===== src/rtl/clock_setter.sv =====
// rtl/clock_setter.sv - time-setting front end for the BCD 24-hour clock
// Two debounced buttons drive an edit session that snapshots, steps and reloads hh:mm:ss.
module clock_setter #(
  parameter int unsigned DEB_CYCLES = 1_000_000,
  parameter int unsigned TIMEOUT    = 500_000_000,
  parameter int unsigned BLINK_HALF = 25_000_000
) (
  input  logic       clk,
  input  logic       rst,
  input  logic       BT_mode,
  input  logic       BT_inc,
  input  logic [7:0] cur_hh,
  input  logic [7:0] cur_mm,
  input  logic [7:0] cur_ss,
  output logic [7:0] set_hh,
  output logic [7:0] set_mm,
  output logic [7:0] set_ss,
  output logic       load,
  output logic       editing,
  output logic [2:0] blink
);

  localparam int DW = $clog2(DEB_CYCLES + 1);
  localparam int TW = $clog2(TIMEOUT + 1);
  localparam int BW = $clog2(BLINK_HALF + 1);
  localparam logic [DW-1:0] DEB_MAX   = DW'(DEB_CYCLES - 1);
  localparam logic [TW-1:0] IDLE_MAX  = TW'(TIMEOUT - 1);
  localparam logic [BW-1:0] BLINK_MAX = BW'(BLINK_HALF - 1);

  typedef enum logic [2:0] {
    S_IDLE, S_EDIT_H, S_EDIT_M, S_EDIT_S, S_COMMIT
  } state_t;

  // Index 0 is the mode button, index 1 the increment button.
  logic [1:0]    w_raw;
  logic [1:0]    r_sync1, r_sync2, r_deb, r_deb_d, r_pulse;
  logic [DW-1:0] r_deb_cnt [2];
  logic          w_mode_p, w_inc_p;
  logic [BW-1:0] r_blink_cnt;
  logic          r_blink_ph;
  logic [TW-1:0] r_idle;
  state_t        r_state;
  logic [2:0]    w_sel;

  assign w_raw    = {~BT_inc, ~BT_mode};
  assign w_mode_p = r_pulse[0];
  assign w_inc_p  = r_pulse[1];

  // Illegal fields (bad low digit or past the field maximum) restart at zero.
  function automatic logic [7:0] bcd_inc(input logic [7:0] v, input logic [7:0] max);
    if (v[3:0] > 4'd9 || v >= max) return 8'h00;
    else if (v[3:0] == 4'd9)        return {v[7:4] + 4'd1, 4'd0};
    else                            return v + 8'd1;
  endfunction

  always_ff @(posedge clk) begin
    if (rst) begin
      r_sync1 <= '0;
      r_sync2 <= '0;
      r_deb   <= '0;
      r_deb_d <= '0;
      r_pulse <= '0;
      for (int i = 0; i < 2; i++) r_deb_cnt[i] <= '0;
    end else begin
      r_sync1 <= w_raw;
      r_sync2 <= r_sync1;
      r_deb_d <= r_deb;
      r_pulse <= r_deb & ~r_deb_d;
      for (int i = 0; i < 2; i++) begin
        if (r_sync2[i] != r_deb[i]) begin
          if (r_deb_cnt[i] == DEB_MAX) begin
            r_deb[i]     <= r_sync2[i];
            r_deb_cnt[i] <= '0;
          end else begin
            r_deb_cnt[i] <= r_deb_cnt[i] + 1'b1;
          end
        end else begin
          r_deb_cnt[i] <= '0;
        end
      end
    end
  end

  always_ff @(posedge clk) begin
    if (rst) begin
      r_blink_cnt <= '0;
      r_blink_ph  <= 1'b0;
    end else if (r_blink_cnt == BLINK_MAX) begin
      r_blink_cnt <= '0;
      r_blink_ph  <= ~r_blink_ph;
    end else begin
      r_blink_cnt <= r_blink_cnt + 1'b1;
    end
  end

  // mode_p is tested before inc_p, so a coincident increment is dropped.
  always_ff @(posedge clk) begin
    if (rst) begin
      r_state <= S_IDLE;
      r_idle  <= '0;
      set_hh  <= 8'h00;
      set_mm  <= 8'h00;
      set_ss  <= 8'h00;
      load    <= 1'b0;
      editing <= 1'b0;
    end else begin
      load <= 1'b0;
      case (r_state)
        S_IDLE: begin
          r_idle <= '0;
          if (w_mode_p) begin
            set_hh  <= cur_hh;
            set_mm  <= cur_mm;
            set_ss  <= cur_ss;
            r_state <= S_EDIT_H;
            editing <= 1'b1;
          end
        end
        S_EDIT_H, S_EDIT_M, S_EDIT_S: begin
          if (w_mode_p) begin
            r_idle <= '0;
            case (r_state)
              S_EDIT_H: r_state <= S_EDIT_M;
              S_EDIT_M: r_state <= S_EDIT_S;
              default: begin
                r_state <= S_COMMIT;
                load    <= 1'b1;
                editing <= 1'b0;
              end
            endcase
          end else if (w_inc_p) begin
            r_idle <= '0;
            case (r_state)
              S_EDIT_H: set_hh <= bcd_inc(set_hh, 8'h23);
              S_EDIT_M: set_mm <= bcd_inc(set_mm, 8'h59);
              default:  set_ss <= bcd_inc(set_ss, 8'h59);
            endcase
          end else if (r_idle == IDLE_MAX) begin
            r_idle  <= '0;
            r_state <= S_IDLE;
            editing <= 1'b0;
          end else begin
            r_idle <= r_idle + 1'b1;
          end
        end
        S_COMMIT: r_state <= S_IDLE;
        default: begin
          r_state <= S_IDLE;
          editing <= 1'b0;
        end
      endcase
    end
  end

  always_comb begin
    w_sel = 3'b000;
    case (r_state)
      S_EDIT_H: w_sel = 3'b100;
      S_EDIT_M: w_sel = 3'b010;
      S_EDIT_S: w_sel = 3'b001;
      default:  w_sel = 3'b000;
    endcase
  end

  assign blink = w_sel & {3{r_blink_ph}};

endmodule

===== config.mk =====
export PLATFORM = sky130hd
export DESIGN_NAME = clock_setter
export DESIGN_NICKNAME = d
export VERILOG_FILES = /design/src/rtl/clock_setter.sv
export SDC_FILE = /design/constraint.sdc
export NUM_CORES = 1
export LEC_CHECK = 0
export ABC_AREA = 1
export BUFFER_PORTS_ARGS = -buffer_cell sky130_fd_sc_hd__buf_4
export CAP_MARGIN = 20
export CELL_PAD_IN_SITES_DETAIL_PLACEMENT = 2
export CELL_PAD_IN_SITES_GLOBAL_PLACEMENT = 2
export CORE_MARGIN = 4
export CORE_UTILIZATION = 38
export DETAILED_ROUTE_END_ITERATION = 10
export PLACE_DENSITY_LB_ADDON = 0.1
export RECOVER_POWER = 50
export SYNTH_ARGS = -nofsm -noshare
export SYNTH_HDL_FRONTEND = slang
export SYNTH_SLANG_ARGS = --single-unit

===== constraint.sdc =====
create_clock -name clk -period 3.4 [get_ports clk]
set_clock_uncertainty 0.05 [all_clocks]
set_input_delay 0 -clock clk [delete_from_list [all_inputs] [get_ports clk]]
set_output_delay 0 -clock clk [all_outputs]
set_load 0.02 [all_outputs]

Word-level counts from Yosys, hierarchy flattened
Memories as Yosys holds them, arrays and structs flattened.
Index checks and enable logic that the tools add are counted.
Word-level totals
  bits in registers: 94
  memory bits (writable): 40
  input bits: 28
  output and inout port bits: 29
  memories: 1
Operators by class
  $add $sub $neg: 10
  order comparisons: 6
  equal/unequal tests: 22
  muxes and demuxes: 69
  bitwise operators: 15
  reductions and logical operators: 16
Memories
  r_deb_cnt: depth 2, bits a word 20, read ports 2, clocked after memory_dff 0, wr ports 2, RTL line 37  | logic [DW-1:0] r_deb_cnt [2];
Operator list (count)
  $mux W8: 18
  $mux W20: 6
  $mux W29: 3
  $pmux W29 S2: 1
  $pmux W8 S2: 3
  $add A20 B1 Y20 const B: 2
  $eq A20 B20 Y1 const B: 2
  $mux W1: 30
  $add A29 B1 Y29 const B: 1
  $eq A29 B29 Y1 const B: 1
  $add A25 B1 Y25 const B: 1
  $eq A25 B25 Y1 const B: 1
  $add A8 B1 Y8 const B: 3
  $reduce_and A5 Y1: 4
  $ge A8 B7 Y1 const B: 2
  $add A4 B1 Y4 const B: 3
  $eq A4 B4 Y1 const B: 3
  $gt A4 B4 Y1 const B: 3
  $mux W3: 4
  $ne A2 B2 Y1 const B: 6
  $pmux W3 S2: 2
  $ne A3 B3 Y1 const B: 3
  $pmux W3 S3: 1
  $ge A8 B6 Y1 const B: 1
  17 further kinds: 34

Logic depth before layout (Yosys ltp)
  depth in word-level cells: 8
  depth in mapped cells: 11

Least setup slack after synthesis
Ideal clock, no wire load.
  kind: reg2reg
  from: memory r_deb_cnt[0][0] (netlist name)
  to: memory r_deb_cnt[0][4] (netlist name), data pin
  setup time: 0.261 ns
  data arrival time: 1.450 ns
  path slack: 1.639 ns
  stages on the path, launching flop included: 10
  buffers on the path: 1
  period minus slack after synthesis: 1.761 ns
  cells stage by stage: edfxtp_1 > ha_1 > nand3_1 > nor2_1 > nand2_1 > nor2_1 > nand4_1 > nand2_1 > buf_4 > nor3b_1
RTL lines (RTL line)
  start: declaration: 37

Worst setup path after layout
  from: register r_state[2]
  to: register r_idle[10]
Between the ends
  word-level cells in the longest chain between the ends: 3
RTL lines
  start: declaration: RTL line 42  | state_t r_state;
  start signal: assignment: RTL line 99  | r_state <= S_IDLE;
  start signal: assignment: RTL line 115  | r_state <= S_EDIT_H;
  start signal: assignment: RTL line 123  | S_EDIT_H: r_state <= S_EDIT_M;
  $eq A3 B2 Y1 or $eq A3 B1 Y1 (tied branches): RTL line 108  | case (r_state)
  $reduce_or A3 Y1: RTL line 108
  $pmux W29 S2 or $reduce_bool A2 Y1 (tied branches)
  end signal: assignment: RTL line 143  | r_idle <= r_idle + 1'b1;
  end: declaration: RTL line 41  | logic [TW-1:0] r_idle;
Several ways; a longest one is shown, not always the timed one.
A chain may end at the register's enable or synchronous reset.

==> flow_summary.rst <==
.. list-table::
   :header-rows: 1

   * - Metric
     - Value
   * - Diode count
     - 0
   * - Headroom to the max-slew limit
     - 41.4%
   * - Req. time, crit path
     - 3.70 ns
   * - Total number of H-tree levels
     - 4
   * - Post-Syn Area per Cell
     - 7.23 um2
   * - Fraction of final layout cells with drive strength greater than 1
     - 8.98%
   * - CTS clock-pin slew for the worst setup and hold paths
     - 0.06 ns
   * - Top cells by area, synth
     - dfxtp_1, edfxtp_1, nand2_1
   * - Share of the synthesized area in the top cell type
     - 25.1%
   * - Nets@finish
     - 1,206
   * - Reg2Reg Setup Slack
     - 0.41 ns
   * - DR vias/cell
     - 5.39
   * - Fraction of synthesis flops using an asynchronous set or reset pin
     - 0%
   * - DRT antenna net count
     - 0
   * - First-pass GRT wire length
     - 48,200 um
   * - Count of cells along the worst register-to-register path
     - 8
   * - Area of the die
     - 22,100 um2
   * - Core Rows
     - 51
   * - Count of flip-flops with a built-in enable after synthesis
     - 40
   * - Most instantiated cells after synthesis
     - nand2_1, nor2_1, inv_1
   * - Critical path launch point type
     - flop
   * - Power per cell area
     - 427 nW/um2
   * - Area Growth Syn to Fin
     - 21.4%
   * - Gates resized, CTS repair
     - 0
   * - Effective utilization at floorplan
     - 38.6%
   * - Crit Path Max Fanout
     - 28
   * - Count of cell types in the netlist
     - 47
   * - Run status
     - complete, no violations
   * - Worst reg2reg startpoint
     - r_state[2]
   * - Die boundary width
     - 149 um
   * - CTS tree
     - yes
   * - Min Tclk post-route
     - 2.99 ns
   * - RePlAce Congestion
     - 0.807
   * - Number of antenna violations at the first check in global routing
     - 0
   * - Reg-to-reg critical path endpoint
     - r_idle[10]
   * - Min-Delay Path Class
     - input port to flop
   * - Tcrit/Tclk final
     - 87.8%
   * - Number of hold violations in the final report
     - 0
   * - Leak Pwr
     - 0.00358 uW
   * - Die Y
     - 149 um
   * - Insertion delay to the later sink of the worst-skew pair
     - 0.43 ns
   * - Maximum ir drop on the vdd rail
     - 0.335 mV
   * - Length of routed met2 wiring
     - 16,400 um
   * - Total met3 wirelength after detailed routing
     - 794 um
   * - Half-perimeter wire length after placement
     - 18,000 um
   * - Type of the setup path with the least slack
     - flop to flop
   * - Vias in the first global route
     - 8,866
   * - Max-cap check violation count
     - 0
   * - Total via count after detailed routing
     - 7,789
   * - Global-route usage over all layers
     - 27.6%
   * - Number of detailed-route iterations in the first pass
     - 4
   * - Worst Path Arrival
     - 3.28 ns
   * - Slew at the pin closest to its max-slew limit
     - 0.877 ns
   * - Power, Total
     - 3890 uW
   * - Flip-flop and latch count after synthesis
     - 134
   * - Highest routed metal layer
     - met4
   * - Number of sinks on the clock net
     - 134
   * - Worst Setup End Kind
     - flop
   * - Most frequently used cell type in the post-synthesis netlist
     - nand2_1
   * - Non-filler instance count after layout
     - 1,446
   * - Final WL
     - 30,000 um
   * - Inserted Clock Buffers
     - 17
   * - Mapped Area
     - 7500 um2
   * - Violation count after the first detailed-routing iteration
     - 320
   * - Total of warnings raised by yosys
     - 0
   * - Cells after synthesis
     - 1,038
   * - Highest clock rate
     - 0.335 GHz
   * - Critical path endpoint
     - r_idle[10]
   * - Post-synthesis cell type with the largest combined area
     - dfxtp_1
   * - Largest net degree at the start of global routing
     - 29
   * - DRC violation count after routing
     - 0
   * - Worst setup startpoint
     - r_state[2]
   * - Fill count
     - 2,264
   * - Final setup violation count
     - 0
   * - M1 wire length
     - 11,800 um
   * - Overall overflow remaining after global route
     - 0
   * - Sequential area share after synthesis
     - 41.1%
   * - Number of pins exceeding their max-slew limit in the final report
     - 0
   * - Dominant synthesized flop cell
     - dfxtp_1
   * - Unrepaired setup endpoints after global routing
     - false
   * - Cell total after placement
     - 1,385
   * - Number of port buffers
     - 56
   * - Placeable core area
     - 19,500 um2
   * - CTS Root Cell
     - clkbuf_16
   * - Maximum buffer depth of the clock tree
     - 2
   * - Ports
     - 57
   * - Detailed-route wire length per cell
     - 20.7 um
   * - Setup TNS
     - 0 ns
==> cells in the final DEF (no fill, tap or decap), types with 17 or more instances in the layout <==
master / count
a21oi_1: 83
buf_4: 29
clkbuf_1: 32
clkbuf_16: 17
conb_1: 40
dfxtp_1: 94
dlygate4sd3_1: 29
edfxtp_1: 40
inv_1: 137
nand2_1: 196
nand3_1: 75
nand4_1: 35
nor2_1: 137
nor3_1: 51
o21ai_0: 40
xor2_1: 22
==> per-layer routing <==
layer / global-route usage (%) / vias up
met4: 11.6 / 0
met3: 4.94 / 80
met1: 29.9 / 3909
met5: 0 / -
li1: - / 3662
met2: 52.5 / 138
==> critical path, cell delays in order, from the launching register on <==
cell	delay, ns
dfxtp_1	0.32
buf_4	0.20
inv_1	0.65
nand2_4	0.39
nor3_1	0.46
nand2_2	0.14
nor2_1	0.34
inv_1	0.17
o22ai_1	0.16
==> report_power, final <==
group,total [uW],leakage (uW),internal (uW),switching [uW]
combinational,142,0.00210,62.6,79.3
clock,2050,0.000307,1300,758
sequential,1700,0.00117,1670,28.3
==> worst min path at each step <==
stage          depth (start not counted)          to      start
6_report                               4   set_mm[7]  cur_mm[7]
4_1_cts                                4   set_mm[7]  cur_mm[7]
3_3_place_gp                           2  r_sync1[0]    BT_mode
3_5_place_dp                           2  r_sync1[0]    BT_mode
5_1_grt                                4   set_mm[7]  cur_mm[7]
2_1_floorplan                          1  r_sync1[0]    BT_mode
==> flip-flops by register name, summed over array words and instances, names as in the netlist <==
name and flops:
r_state 3, set_hh 8, r_idle 29, r_blink_cnt 25, load 1, set_mm 8
r_pulse 2, r_blink_ph 1, r_sync2 2, set_ss 8, r_deb 2, r_deb_cnt 40
editing 1, r_deb_d 2, r_sync1 2
==> cells by family (layout without fill, tap and decap cells) <==
family / Yosys count / count (layout) / share of synthesized area, %
simple gates: 561 / 561 / 35.1
buf+inv: 159 / 263 / 8.52
fa+ha+maj: 10 / 10 / 1.67
compound gates: 142 / 142 / 10.0
xor+xnor: 31 / 31 / 3.62
other cells: 1 / 40 / 0.0500
flops: 134 / 134 / 41.1
==> area by class of cell <==
cell class / instances / area (um2) / area share, %
clock buffer: 18 / 429 / 4.71
inverter: 142 / 533 / 5.85
timing repair buffer: 89 / 624 / 6.85
clock inverter: 14 / 206 / 2.27
multi-input combinational: 784 / 3910 / 42.9
sequential: 134 / 3080 / 33.8
tap: 265 / 332 / 3.64
==> metrics by stage <==
| step | setup WS (ns) | utilization, % | hold WS [ns] | area, um2 |
|---|---|---|---|---|
| 2_1_floorplan | 1.64 | - | 0.0167 | 7650 |
| 3_3_place_gp | 1.05 | 42.8 | 0.106 | 8330 |
| 3_5_place_dp | 0.735 | 42.8 | 0.108 | 8330 |
| 4_1_cts | 0.659 | 47.5 | 0.288 | 9250 |
| 5_1_grt | 0.245 | 46.8 | 0.337 | 9110 |
| 6_report | 0.415 | 46.8 | 0.320 | 9110 |
==> what timing repair did <==
item                                   CTS  global route
hold buffers                            29             0
setup buffers                            0             0
endpoints found under the hold margin   39             0
No activity file was read; power rests on OpenSTA's default activity.
